<file path="src/rtl/mult_share_arbiter.sv">
`default_nettype none
//------------------------------------------------------------------------------
// Module      : mult_share_arbiter
// Description : Shares a single unsigned WIDTH x WIDTH multiplier among NREQ
//               requesters. Round-robin grant, one operation in flight at a
//               time. Operands and product are registered. The result returns
//               on a shared bus tagged with a one-hot requester id.
// Revision    : 1.0 - initial release
//------------------------------------------------------------------------------
// Ports
//   clk        in   1            system clock, rising edge
//   rst        in   1            asynchronous reset, active-high
//   req_valid  in   NREQ         per-requester request valid
//   req_ready  out  NREQ         per-requester accept (at most one bit high)
//   req_a      in   NREQ*WIDTH   operand A, requester i at [i*WIDTH +: WIDTH]
//   req_b      in   NREQ*WIDTH   operand B, same packing as req_a
//   rsp_valid  out  NREQ         one-hot owner of the result on rsp_data
//   rsp_data   out  2*WIDTH      unsigned product A*B
//   rsp_ready  in   1            shared consumer accepts the result
//   busy       out  1            high whenever the FSM is not idle
//------------------------------------------------------------------------------
module mult_share_arbiter #(
  parameter int NREQ  = 4,
  parameter int WIDTH = 4
) (
  input  logic                    clk,
  input  logic                    rst,
  input  logic [NREQ-1:0]         req_valid,
  output logic [NREQ-1:0]         req_ready,
  input  logic [NREQ*WIDTH-1:0]   req_a,
  input  logic [NREQ*WIDTH-1:0]   req_b,
  output logic [NREQ-1:0]         rsp_valid,
  output logic [2*WIDTH-1:0]      rsp_data,
  input  logic                    rsp_ready,
  output logic                    busy
);

  localparam int                PTRW   = (NREQ > 1) ? $clog2(NREQ) : 1;
  localparam int                PW     = 2 * WIDTH;
  localparam logic [PTRW:0]     C_NREQ = (PTRW+1)'(NREQ);
  localparam logic [PTRW-1:0]   C_LAST = PTRW'(NREQ - 1);
  localparam logic [NREQ-1:0]   C_ONE  = {{(NREQ-1){1'b0}}, 1'b1};

  typedef enum logic [1:0] {
    ST_IDLE = 2'd0,
    ST_MUL  = 2'd1,
    ST_RESP = 2'd2
  } state_t;

  state_t            state_q, state_d;
  logic [PTRW-1:0]   rr_ptr_q, rr_ptr_d;
  logic [PTRW-1:0]   id_q, id_d;
  logic [WIDTH-1:0]  a_q, a_d;
  logic [WIDTH-1:0]  b_q, b_d;
  logic [PW-1:0]     prod_q, prod_d;

  logic [PTRW-1:0]   grant;
  logic              grant_found;
  logic [PTRW:0]     cand;

  // Round-robin search starting at rr_ptr. The candidate index is kept one
  // bit wider so the modulo-NREQ wrap is a single conditional subtract.
  always_comb begin
    grant       = '0;
    grant_found = 1'b0;
    cand        = '0;
    for (int k = 0; k < NREQ; k++) begin
      cand = {1'b0, rr_ptr_q} + (PTRW+1)'(k);
      if (cand >= C_NREQ) begin
        cand = cand - C_NREQ;
      end
      if (!grant_found && req_valid[cand[PTRW-1:0]]) begin
        grant_found = 1'b1;
        grant       = cand[PTRW-1:0];
      end
    end
  end

  always_comb begin
    state_d   = state_q;
    rr_ptr_d  = rr_ptr_q;
    id_d      = id_q;
    a_d       = a_q;
    b_d       = b_q;
    prod_d    = prod_q;
    req_ready = '0;
    rsp_valid = '0;
    busy      = (state_q != ST_IDLE);

    case (state_q)
      ST_IDLE: begin
        // The granted requester is valid by construction, so a grant is
        // also the handshake. req_ready is held low while reset is applied.
        if (grant_found) begin
          req_ready = rst ? '0 : (C_ONE << grant);
          a_d       = req_a[grant*WIDTH +: WIDTH];
          b_d       = req_b[grant*WIDTH +: WIDTH];
          id_d      = grant;
          rr_ptr_d  = (grant == C_LAST) ? '0 : grant + 1'b1;
          state_d   = ST_MUL;
        end
      end
      ST_MUL: begin
        prod_d  = PW'(a_q) * PW'(b_q);
        state_d = ST_RESP;
      end
      ST_RESP: begin
        rsp_valid = C_ONE << id_q;
        if (rsp_ready) begin
          state_d = ST_IDLE;
        end
      end
      default: begin
        state_d = ST_IDLE;
      end
    endcase
  end

  always_ff @(posedge clk or posedge rst) begin
    if (rst) begin
      state_q  <= ST_IDLE;
      rr_ptr_q <= '0;
      id_q     <= '0;
      a_q      <= '0;
      b_q      <= '0;
      prod_q   <= '0;
    end else begin
      state_q  <= state_d;
      rr_ptr_q <= rr_ptr_d;
      id_q     <= id_d;
      a_q      <= a_d;
      b_q      <= b_d;
      prod_q   <= prod_d;
    end
  end

  // The product register holds its value after the response handshake.
  assign rsp_data = prod_q;

endmodule
`default_nettype wire

</file>
<file path="config.mk">
export PLATFORM = sky130hd
export DESIGN_NAME = mult_share_arbiter
export DESIGN_NICKNAME = d
export VERILOG_FILES = /design/src/rtl/mult_share_arbiter.sv
export SDC_FILE = /design/constraint.sdc
export NUM_CORES = 1
export LEC_CHECK = 0
export ABC_CLOCK_PERIOD_IN_PS = 3300
export BUFFER_PORTS_ARGS = -buffer_cell sky130_fd_sc_hd__buf_2
export CAP_MARGIN = 10
export CORE_MARGIN = 10
export CORE_UTILIZATION = 50
export CTS_CLUSTER_DIAMETER = 80
export DETAILED_ROUTE_END_ITERATION = 8
export GPL_ROUTABILITY_DRIVEN = 0
export HOLD_SLACK_MARGIN = 0.1
export PLACE_DENSITY = 0.79
export SLEW_MARGIN = 20
export SYNTH_ARGS = -nofsm -noshare
export SYNTH_HDL_FRONTEND = slang
export SYNTH_SLANG_ARGS = --single-unit
</file>
<file path="constraint.sdc">
create_clock -name clk -period 3.3 [get_ports clk]
set_input_delay 0.33 -clock clk [delete_from_list [all_inputs] [get_ports clk]]
set_output_delay 0.33 -clock clk [all_outputs]
set_load 0.01 [all_outputs]
</file>
---- Yosys cells after proc, flatten, opt, wreduce, memory -nomap -nowiden ----
Index checks and enable logic that the tools add are counted.
operators by class
  $add $sub $neg .......................... 8
  multiply operators ...................... 1
  divide/modulo/power cells ............... 0
  magnitude comparators ................... 8
  eq/ne operators ......................... 5
  shifts and indexed selects .............. 4
  multiplexer cells ....................... 28
  bitwise operators ....................... 0
  reductions and logical operators ........ 10
operators with widths
  operator                                              count
  indexed part select 16 x 5 -> 4 bit                   2
  two-way mux 2 bit                                     11
  two-way mux 4 bit                                     4
  < comparator 2 x 3 -> 1 bit (second input constant)   4
  >= comparator 3 bit (second input constant)           3
  binary-select mux 1 bit (select 2 bit)                4
  multiplier 4 x 4 -> 8 bit                             1
  two-way mux 1 bit                                     8
  << shifter 1 x 2 -> 4 bit (first input constant)      2
  subtractor 2 x 1 -> 2 bit (second input constant)     4
  adder 2 x 2 -> 3 bit (second input constant)          2
  case mux 2 bit (3 select lines)                       1
  equality test 2 bit (second input constant)           2
  inequality test 2 bit (second input constant)         2
  AND reduction 2 bit                                   2
  adder 2 x 1 -> 3 bit (second input constant)          1
  >= comparator 2 x 3 -> 1 bit (second input constant)  1
  logical AND 1 bit                                     3
  zero test 1 bit                                       3
  adder 2 x 1 -> 2 bit (second input constant)          1
  equality test 2 x 1 -> 1 bit (second input constant)  1
  zero test 2 bit                                       1
  nonzero test 2 bit                                    1
storage, ports and cells
  register bits after elaboration ......... 22
  bits in latches ......................... 0
  bits in writable memories ............... 0
  memory bits (read-only) ................. 0
  bits of input ports ..................... 39
  output and inout port bits .............. 17
  logic and storage cells ................. 70
  memories ................................ 0

---- Depth between registers and ports, before layout ----
  depth after elaboration ................. 18
  gate-level depth with buffers ........... 11
  mapped depth without buffers ............ 11

---- Least setup slack after synthesis ----
OpenSTA, ideal clock, no wires.
  path type ............................... register -> register
  start ................................... register b_q[3]
  end ..................................... register prod_q[6] (netlist: rsp_data[6])
  setup time .............................. 0.083 ns
  data arrival time ....................... 2.535 ns
  data required time ...................... 3.217 ns
  path slack .............................. 0.683 ns
  stages on the path, launching flop included .. 12
  path buffers ............................ 0
  period minus slack after synthesis ...... 2.617 ns
  cell sequence ........................... dfrtp_1 nand2_1 fa_1 inv_1 fa_1 inv_1 fa_1 inv_1 a21o_1 a21oi_1 xor2_1 o21ai_0
on the way
  longest elaborated chain between the ends .. 1
ends and longest elaborated chain
  element                    line  text
  start: declaration         54    logic [WIDTH-1:0] b_q, b_d;
  start signal: assignment   125   b_q <= '0;
  start signal: assignment   132   b_q <= b_d;
  multiplier 4 x 4 -> 8 bit  104   prod_d = PW'(a_q) * PW'(b_q);
  end signal: assignment     133   prod_q <= prod_d;
  end: declaration           55    logic [PW-1:0] prod_q, prod_d;
No other way between the ends.
A chain may end at the register's enable or synchronous reset.

---- Worst setup path in the final report ----
  start ................................... register a_q[0]
  end ..................................... register prod_q[6] (netlist: rsp_data[6])
on the way
  longest elaborated chain between the ends .. 1
ends and longest elaborated chain
  element                    line  text
  start: declaration         53    logic [WIDTH-1:0] a_q, a_d;
  start signal: assignment   124   a_q <= '0;
  start signal: assignment   131   a_q <= a_d;
  multiplier 4 x 4 -> 8 bit  104
No other way between the ends.

==> results_dict.tcl <==
set metrics [dict create \
    port_buffers 55 \
    drt-vias-per-instance 5.17 \
    hpwl_mm 3.06 \
    setup-violations-final 0 \
    syn_area_um2 1660 \
    path_cells "nand2_1 > fa_1 > inv_1 > fa_1 > inv_1 > fa_1 > inv_1 > a21o_1 > a21oi_1 > xor2_1 > o21ai_0" \
    ys_seq_area_share_pct 33.2 \
    hold_path.startpoint "rsp_ready" \
    dr.pass1.iters 4 \
    via_count 1406 \
    hold_violations 0 \
    cp_slowest_cell "fa_1" \
    ys_types 33 \
    placed_cells 267 \
    overflow 0 \
    nets 288 \
    cts_tree "built" \
    path_max_fanout 5 \
    finalInstanceArea_um2 2030 \
    path_buf_inv 3 \
    h-tree-depth 1 \
    power_mw 1.63 \
    grt_pass1_vias 1496 \
    worstSetupPathType "reg -> reg" \
    wl_per_cell_um 13.6 \
    cts-root-buf "clkbuf_4" \
    first_iter_violations 92 \
    rows 20 \
    crit_family "adder cells" \
    period_share_pct 83.2 \
    cts_max_path_buffers 2 \
    cts_num_sinks 22 \
    grt_start_max_net_pins 27 \
    start_util_pct 53.1 \
    drive_above_1_share_pct 29.4 \
    p_per_area_nw_per_um2 805 \
    hold_path_end "state_q[1]" \
    postPlaceCellArea_um2 1960 \
    fmax_mhz 364 \
    cts_made_buffers 3 \
    ios 56 \
    drc 0 \
    min_path_type "in -> reg" \
    synth_seq_cells 22 \
    fin_util_pct 64.8 \
    synth_fp_nets 230 \
    dieWidth_um 77.6 \
    fin_tns_setup_ns 0 \
    leakagePower_nw 1.13 \
    antenna_found_initial 0 \
    grt_pass1_wl_mm 6.44 \
    synthCells 171 \
    r2r_cells 11 \
    status "complete, no violations" \
    max_cap_viol_count 0 \
    track_usage_pct 12.4 \
    diodes 0 \
    area_growth_pct 22.0 \
    clock_latency_ns 0.32 \
    core_area_um2 3130 \
    critPathMaxStageDelay_ns 0.55 \
    ant_nets 0 \
    slew_violations 0 \
    cp_data_required_time_ns 3.54 \
    max_slew_margin_pct 61.1 \
    critPathCaptureType "flop" \
    cp.arrival_ns 2.99 \
    fin_crit_ns 2.75 \
    drt-total-wl_mm 3.69 \
    worst_slew_pin_slew_ns 0.584 \
    final-instance-count-excl-fill 272 \
    yosysWarningCount 0 \
    finalClockSkew_ns 0.00921 \
    die_h_um 77.6 \
    cp.depth 11 \
    synth.avg_cell_area_um2 9.71 \
    reg2reg_slack_ns 0.55 \
    ctsResizeCount 0 \
    r2r-end "rsp_data[6]" \
    whs_path_depth 2 \
    die-area_um2 6030 \
    rsz0062_at_grt "no" \
    rr_startpoint "a_q[0]" \
    clkTransAtPathRegs_ns 0.13 \
    ir_worst_vdd_uv 448 \
    startpoint_type "flop" \
]
## metal layers
layer / vias to the layer above / routed length (µm) / global-route usage, %
met4: 0 / 18 / 1.64
met3: 2 / 274 / 4.72
li1: 708 / - / -
met2: 39 / 1900 / 23.2
met1: 657 / 1500 / 13.1
met5: - / 0 / 0
## flip-flops by register name (all words and copies together) (netlist names)
signal	cells
rr_ptr_q	2
b_q	4
id_q	2
state_q	2
a_q	4
rsp_data	8
## layout by cell type, fill, tap and decap left out
cell,n
fa_1,4
nand2b_1,3
nand2_1,27
a21oi_1,3
inv_1,15
a2bb2oi_2,1
or2_1,1
a21o_1,4
or4b_2,1
and4b_1,1
buf_4,2
and3_1,4
mux2i_1,17
nor3_1,1
nor3b_1,5
mux2_2,2
nor2_1,1
o21bai_1,1
bufinv_16,1
clkinv_1,1
a21oi_2,1
buf_2,55
ha_1,16
o211ai_1,1
xor2_1,2
clkbuf_4,3
dfrtp_1,22
nand3_1,2
and2_1,9
a31o_2,1
xnor2_1,1
dlygate4sd3_1,1
or2b_1,1
o21ai_0,9
o221ai_1,9
## metrics by stage
step	worst slack (ns)	hold slack (ns)
finish	0.553	0.202
CTS	0.531	0.196
detailed placement	0.564	0.395
floorplan	0.683	0.341
global placement	0.610	0.383
global route	0.418	0.183
## power by group
group          internal [mW]  switching (mW)  total, mW
Combinational          0.406           0.511      0.917
Clock                  0.123          0.0844      0.207
Sequential             0.396           0.110      0.506
## layout make-up
cell class | instances | area [µm²]
clock inverter | 1 | 30.0
timing repair buffer | 58 | 300
sequential | 22 | 551
inverter | 16 | 60.1
tap | 44 | 55.1
multi-input combinational | 128 | 1010
fill | 273 | 1100
clock buffer | 3 | 22.5
## worst max-delay path by stage
stage               startpoint     endpoint  slack, ns
finish                  a_q[0]  rsp_data[6]       0.55
global route            a_q[0]  rsp_data[6]       0.42
CTS                     a_q[0]  rsp_data[6]       0.53
detailed placement      a_q[0]  rsp_data[6]       0.56
global placement        a_q[0]  rsp_data[6]       0.61
floorplan               b_q[3]  rsp_data[6]       0.68
## cells by family after synthesis
kind of cell,share of synthesized area (%)
mux,11.6
simple gates,17.6
flops,33.2
xor+xnor,1.58
fa+ha+maj,16.9
compound gates,13.0
buf+inv,6.18
## timing repair
item / CTS / global route
hold buffers: 1 / 0
hold endpoints to repair: 22 / 0
setup buffers: 0 / 0
## synthesized netlist by cell type
library cell  number  area, µm²
nand2b_1           3       18.8
and3_1             4       25.0
nand3_1            2       10.0
a21oi_1            3       15.0
xor2_1             2       17.5
or4b_2             1       10.0
and2_1             9       56.3
a2bb2oi_2          1       15.0
o21bai_1           1       7.51
buf_6              1       11.3
nor3_1             1       5.00
nor3b_1            5       37.5
a31o_2             1       8.76
nor2_1             1       3.75
mux2i_1           17        170
fa_1               4       80.1
o221ai_1           9       78.8
xnor2_1            1       8.76
a21o_1             4       30.0
nand2_1           27        101
clkinv_1           1       3.75
and4b_1            1       10.0
mux2_2             2       22.5
clkbuf_1           3       11.3
a21oi_2            1       8.76
o21ai_0            9       45.0
or2_1              1       6.26
buf_12             1       20.0
dfrtp_1           22        551
o211ai_1           1       7.51
inv_1             15       56.3
or2b_1             1       7.51
ha_1              16        200
Power figures use the tool's default switching activity.
